File: src/rtl/mbist_march_ctrl.sv
// March C- memory BIST controller with solid all-zeros / all-ones backgrounds.
// Runs six elements (w0 up; r0w1 up; r1w0 up; r0w1 down; r1w0 down; r0 up)
// and records mismatch status (sticky flag, first failing address, saturating count).
//
// state | meaning
// IDLE  | waiting for start, memory port quiet
// WRITE | E0 initialisation write, one address per cycle
// READ  | read issued for current element/address
// CMP   | read data checked; E1-E4 also write the new background here
// DONE  | run finished, results held until next start or rst
module mbist_march_ctrl #(
   parameter int ADDR_WIDTH = 8,
   parameter int DATA_WIDTH = 8,
   parameter int MEM_SIZE   = 256
) (
   input  logic                  clk,
   input  logic                  rst,
   input  logic                  start,
   output logic                  mem_en,
   output logic                  mem_we,
   output logic [ADDR_WIDTH-1:0] mem_addr,
   output logic [DATA_WIDTH-1:0] mem_wdata,
   input  logic [DATA_WIDTH-1:0] mem_rdata,
   output logic                  busy,
   output logic                  done,
   output logic                  fail,
   output logic [ADDR_WIDTH-1:0] fail_addr,
   output logic [7:0]            fail_count
);

   typedef enum logic [2:0] {
      IDLE  = 3'd0,
      WRITE = 3'd1,
      READ  = 3'd2,
      CMP   = 3'd3,
      DONE  = 3'd4
   } state_t;

   localparam logic [ADDR_WIDTH-1:0] LAST_ADDR = ADDR_WIDTH'(MEM_SIZE - 1);
   localparam logic [ADDR_WIDTH-1:0] ADDR_ONE  = ADDR_WIDTH'(1);
   localparam logic [2:0]            E_FINAL   = 3'd5;

   state_t                  state, state_nxt;
   logic [2:0]              elem, elem_nxt;
   logic [ADDR_WIDTH-1:0]   addr, addr_nxt;
   logic                    fail_nxt;
   logic [ADDR_WIDTH-1:0]   fail_addr_nxt;
   logic [7:0]              fail_count_nxt;

   logic                    elem_down;
   logic                    next_elem_down;
   logic                    last_addr;
   logic                    wr_bg;
   logic                    rd_bg;
   logic                    mismatch;

   // Element attributes: direction, backgrounds, end-of-element detect, compare result
   always_comb begin
      elem_down      = (elem == 3'd3) || (elem == 3'd4);
      next_elem_down = (elem == 3'd2) || (elem == 3'd3);
      last_addr      = elem_down ? (addr == '0) : (addr == LAST_ADDR);
      wr_bg          = (elem == 3'd1) || (elem == 3'd3);
      rd_bg          = (elem == 3'd2) || (elem == 3'd4);
      mismatch       = (state == CMP) && (mem_rdata != {DATA_WIDTH{rd_bg}});
   end

   // State register and run bookkeeping; rst wins over everything
   always_ff @(posedge clk) begin
      if (rst) begin
         state      <= IDLE;
         elem       <= '0;
         addr       <= '0;
         fail       <= 1'b0;
         fail_addr  <= '0;
         fail_count <= '0;
      end else begin
         state      <= state_nxt;
         elem       <= elem_nxt;
         addr       <= addr_nxt;
         fail       <= fail_nxt;
         fail_addr  <= fail_addr_nxt;
         fail_count <= fail_count_nxt;
      end
   end

   // Next-state sequencing, mismatch capture and memory port drive
   always_comb begin
      state_nxt      = state;
      elem_nxt       = elem;
      addr_nxt       = addr;
      fail_nxt       = fail;
      fail_addr_nxt  = fail_addr;
      fail_count_nxt = fail_count;
      mem_en         = 1'b0;
      mem_we         = 1'b0;
      mem_addr       = '0;
      mem_wdata      = '0;
      busy           = 1'b0;
      done           = 1'b0;

      case (state)
         IDLE, DONE: begin
            done = (state == DONE);
            if (start) begin
               state_nxt      = WRITE;
               elem_nxt       = '0;
               addr_nxt       = '0;
               fail_nxt       = 1'b0;
               fail_addr_nxt  = '0;
               fail_count_nxt = '0;
            end
         end

         WRITE: begin
            busy     = 1'b1;
            mem_en   = 1'b1;
            mem_we   = 1'b1;
            mem_addr = addr;
            if (last_addr) begin
               state_nxt = READ;
               elem_nxt  = 3'd1;
               addr_nxt  = '0;
            end else begin
               addr_nxt  = addr + ADDR_ONE;
            end
         end

         READ: begin
            busy      = 1'b1;
            mem_en    = 1'b1;
            mem_addr  = addr;
            state_nxt = CMP;
         end

         CMP: begin
            busy = 1'b1;
            // The final element is read-only, so its compare cycle leaves the port quiet
            if (elem != E_FINAL) begin
               mem_en    = 1'b1;
               mem_we    = 1'b1;
               mem_addr  = addr;
               mem_wdata = {DATA_WIDTH{wr_bg}};
            end
            if (mismatch) begin
               fail_nxt = 1'b1;
               if (!fail)
                  fail_addr_nxt = addr;
               if (fail_count != 8'hff)
                  fail_count_nxt = fail_count + 8'd1;
            end
            if (last_addr) begin
               if (elem == E_FINAL) begin
                  state_nxt = DONE;
               end else begin
                  state_nxt = READ;
                  elem_nxt  = elem + 3'd1;
                  addr_nxt  = next_elem_down ? LAST_ADDR : '0;
               end
            end else begin
               state_nxt = READ;
               addr_nxt  = elem_down ? (addr - ADDR_ONE) : (addr + ADDR_ONE);
            end
         end

         default: begin
            state_nxt = IDLE;
         end
      endcase
   end

endmodule

File: config.mk
export PLATFORM = sky130hd
export DESIGN_NAME = mbist_march_ctrl
export DESIGN_NICKNAME = d
export VERILOG_FILES = /design/src/rtl/mbist_march_ctrl.sv
export SDC_FILE = /design/constraint.sdc
export NUM_CORES = 1
export LEC_CHECK = 0
export CORE_ASPECT_RATIO = 0.75
export CORE_MARGIN = 3
export CORE_UTILIZATION = 40
export CTS_BUF_LIST = sky130_fd_sc_hd__clkbuf_8 sky130_fd_sc_hd__clkbuf_16
export CTS_CLUSTER_SIZE = 20
export DETAILED_ROUTE_END_ITERATION = 8
export HOLD_SLACK_MARGIN = 0.06
export MAX_ROUTING_LAYER = met4
export PLACE_DENSITY = 0.66
export SYNTH_ARGS = -nofsm -noshare
export SYNTH_HDL_FRONTEND = slang
export SYNTH_SLANG_ARGS = --single-unit
File: constraint.sdc
create_clock -name clk -period 3.35 [get_ports clk]
set_clock_uncertainty 0.15 [all_clocks]
set_input_delay 0.335 -clock clk [delete_from_list [all_inputs] [get_ports clk]]
set_output_delay 0.335 -clock clk [all_outputs]
set_load 0.05 [all_outputs]
==> summary.txt <==
Status
  • Status: complete, no violations

Yosys
  • Sequential area share after synthesis: 29.61%
  • Synth unique cells: 48
  • Top area cells in the synthesized netlist: dfxtp_1, nor2_1, ha_1
  • Post-synthesis average cell area: 8.030 µm²
  • Main synth FF type: dfxtp_1
  • Mapped cell area: 0.002096 mm²
  • Yosys warning count: 0
  • Mapped Nets: 280
  • Post-synth top area share: 29.61%
  • Register bit total from synthesis: 31
  • Synth Instances: 261
  • Post-synth ARST share: 0%
  • Largest area contributor in the netlist: dfxtp_1
  • Post-synth EDFFs: 0

Place
  • Post-DP HPWL: 4.254 mm
  • IO Port Bufs: 47
  • Routability cong.: 0.9536
  • DP Worst Slack: 0.5977 ns

Floorplanning
  • Starting Density: 42.06%
  • Row cnt: 22
  • Die width: 89.58 µm
  • Die H: 68.69 µm
  • # IOs: 48
  • Die area: 0.006153 mm²
  • Area of the core: 0.004982 mm²

Global route
  • Met3 global-route usage: 4.632%
  • GR Util met1: 30.33%
  • GR Util met2: 26.00%
  • All-Layer GR Usage: 20.11%
  • GRT busiest layer: met1
  • Grt ovf: 0
  • Vias in the first global route: 1783
  • Largest net degree at the start of global routing: 21
  • Antenna violations before repair: 0
  • Global-route wire length before repair: 9.177 mm

Clock tree
  • Clk slew on worst S/H paths: 0.07 ns
  • Worst-skew pair later-pin latency: 0.28 ns
  • Clk sinks: 31
  • Post-cts hold buffer count: 0
  • CTS tree: done
  • H-Tree Level Count: 2
  • Postcts setup bufs: 0
  • Resized cells post-CTS: 0
  • Num CTS Buffers: 5
  • Root buffer cell: clkbuf_8
  • CTS Buffer Depth: 2

Hold path
  • Worst Hold End: fail_addr[2]
  • Hold Path Class: flop to flop
  • Min-delay src: fail_addr[2]
  • Hold depth: 1

Critical path
  • Crit Path Class: flop to output port
  • WP buf/inv: 1
  • CP Max Fanout: 9
  • Register-to-register path setup slack: 0.70 ns
  • CP startpoint kind: flop
  • Reg2reg end: addr[5]
  • Slowest-stage cell, CP: clkdlybuf4s50_1
  • CP Capture Type: output port
  • Crit Reg-Reg Startpoint: elem[0]
  • Cell family with most CP delay: simple AND/OR/NAND/NOR gates
  • Slowest stage delay, CP: 0.89 ns
  • WP data required: 2.86 ns
  • Worst reg2reg path depth: 8
  • CP arrival: 2.54 ns
  • Critical path cell sequence: nor2b_1, nand2_1, nor2_1, clkdlybuf4s50_1

Layout
  • P&R area growth vs syn: 29.43%
  • Layout cell share with drive strength beyond 1: 8.306%
  • # fillers: 469
  • Ant diodes: 0
  • Final Util: 54.45%
  • Nets@finish: 319

STA
  • WHS: 0.3285 ns
  • Slew Limit Fails: 0
  • Final Hold Violating Endpoints: 0
  • Tmin final: 3.021 ns
  • Worst-Margin Slew: 0.5859 ns
  • Rel. slew slack: 60.89%
  • Tcrit/Tclk final: 90.17%
  • RSZ-0062 raised after global routing: no
  • # setup viols final: 0
  • Achievable Freq: 331.0 MHz
  • Slack of the critical path: 0.3292 ns
  • Total negative slack: 0 ns

Route
  • Antenna Violating Nets Remaining: 0
  • Iter 0 DRT Violations: 192
  • Drt first pass iters: 5
  • Routed WL per cell: 15.45 µm
  • Residual DRC: 0
  • Total number of vias: 2033
  • Vias per Instance: 5.450
  • WL final: 5.763 mm

Flow run
  • MaxCap Viol Count: 0

Power and ir drop
  • Pleak: 0.9653 nW
  • Power per cell area: 381.7 mW/mm²
  • Peak supply drop: 206.7 µV
  • Tot Pwr: 1.035 mW
==> kinds of logic after synthesis <==
family / count (synthesis) / synth area share (%)
simple gates: 116 / 29.37
compound gates: 54 / 17.55
flops: 31 / 29.61
buf+inv: 29 / 7.224
mux: 12 / 6.866
xor+xnor: 11 / 4.597
fa+ha+maj: 8 / 4.776
==> final cells by class <==
type	instances	area, µm²	area share [%]
clock buffer	5	68.82	2.537
clock inverter	3	63.81	2.352
inverter	8	30.03	1.107
multi-input combinational	201	1324	48.80
sequential	31	620.6	22.88
tap	72	90.09	3.321
timing repair buffer	53	515.5	19.00
==> placed cells by master (no fill, tap or decap), drive strengths merged, types with 2 or more instances in the layout <==
cell type      count
clkdlybuf4s50     47
nor2              31
dfxtp             31
nand2             18
o21ai             17
nand4             12
a21oi             12
nand3             10
inv                9
a22o               9
nor3               9
mux2i              9
xor2               8
ha                 8
and2               6
and3               6
buf                6
a31oi              5
nor2b              5
clkbuf             5
or4                5
nor4               4
nand2b             3
xnor2              3
mux2               3
or3b               2
nand3b             2
o31ai              2
bufinv             2
==> Yosys cell counts (2+ instances only) <==
library cell	count
buf_2	7
nand3_1	10
a31oi_1	5
xor2_1	8
xnor2_1	3
inv_1	8
clkbuf_1	6
nor2_1	31
nand2b_1	3
o21ai_1	7
o31ai_1	2
nor4_1	3
mux2_4	2
mux2i_1	8
nand2_1	18
o21ai_0	9
and3_1	6
dfxtp_1	31
nand3b_1	2
ha_1	8
buf_4	7
nand4_1	12
nor3_1	8
or4_1	4
or3b_2	2
nor2b_1	5
a21oi_1	12
and2_1	6
a22o_1	9
==> stage by stage <==
stage,std cells,area [µm²]
after floorplan,261,2096
after global placement,365,2580
after detailed placement,365,2580
after CTS,373,2713
after global routing,373,2713
final,373,2713
==> state kept, by name, summed over array words and instances (netlist names) <==
name        count
fail_count      8
state           3
fail_addr       8
addr            8
fail            1
elem            3
==> how the worst max path moves through the flow <==
| stage | from | end | slack, ns | depth (start not counted) |
|---|---|---|---|---|
| 4_1_cts | state[0] | mem_wdata[4] | 0.30 | 4 |
| 3_5_place_dp | state[0] | mem_wdata[4] | 0.60 | 4 |
| 3_3_place_gp | state[0] | mem_wdata[2] | 0.70 | 4 |
| 5_1_grt | state[0] | mem_wdata[6] | 0.13 | 4 |
| 2_1_floorplan | elem[1] | mem_addr[2] | 0.18 | 6 |
| 6_report | state[0] | mem_wdata[6] | 0.33 | 4 |
==> metal layers <==
metal / wire [µm] / vias to the layer above / part of all wire [%]
met5: 0 / - / 0
met4: 60 / 0 / 1.0
met3: 392 / 6 / 6.8
met2: 2354 / 85 / 41
met1: 2956 / 927 / 51
li1: - / 1015 / -
==> power breakdown <==
| group | switching (mW) | internal [mW] | total [mW] | leakage (nW) |
|---|---|---|---|---|
| Sequential | 0.0174 | 0.376 | 0.394 | 0.250 |
| Clock | 0.142 | 0.294 | 0.436 | 0.0695 |
| Combinational | 0.135 | 0.0707 | 0.205 | 0.645 |
No activity file was read; power rests on OpenSTA's default activity.
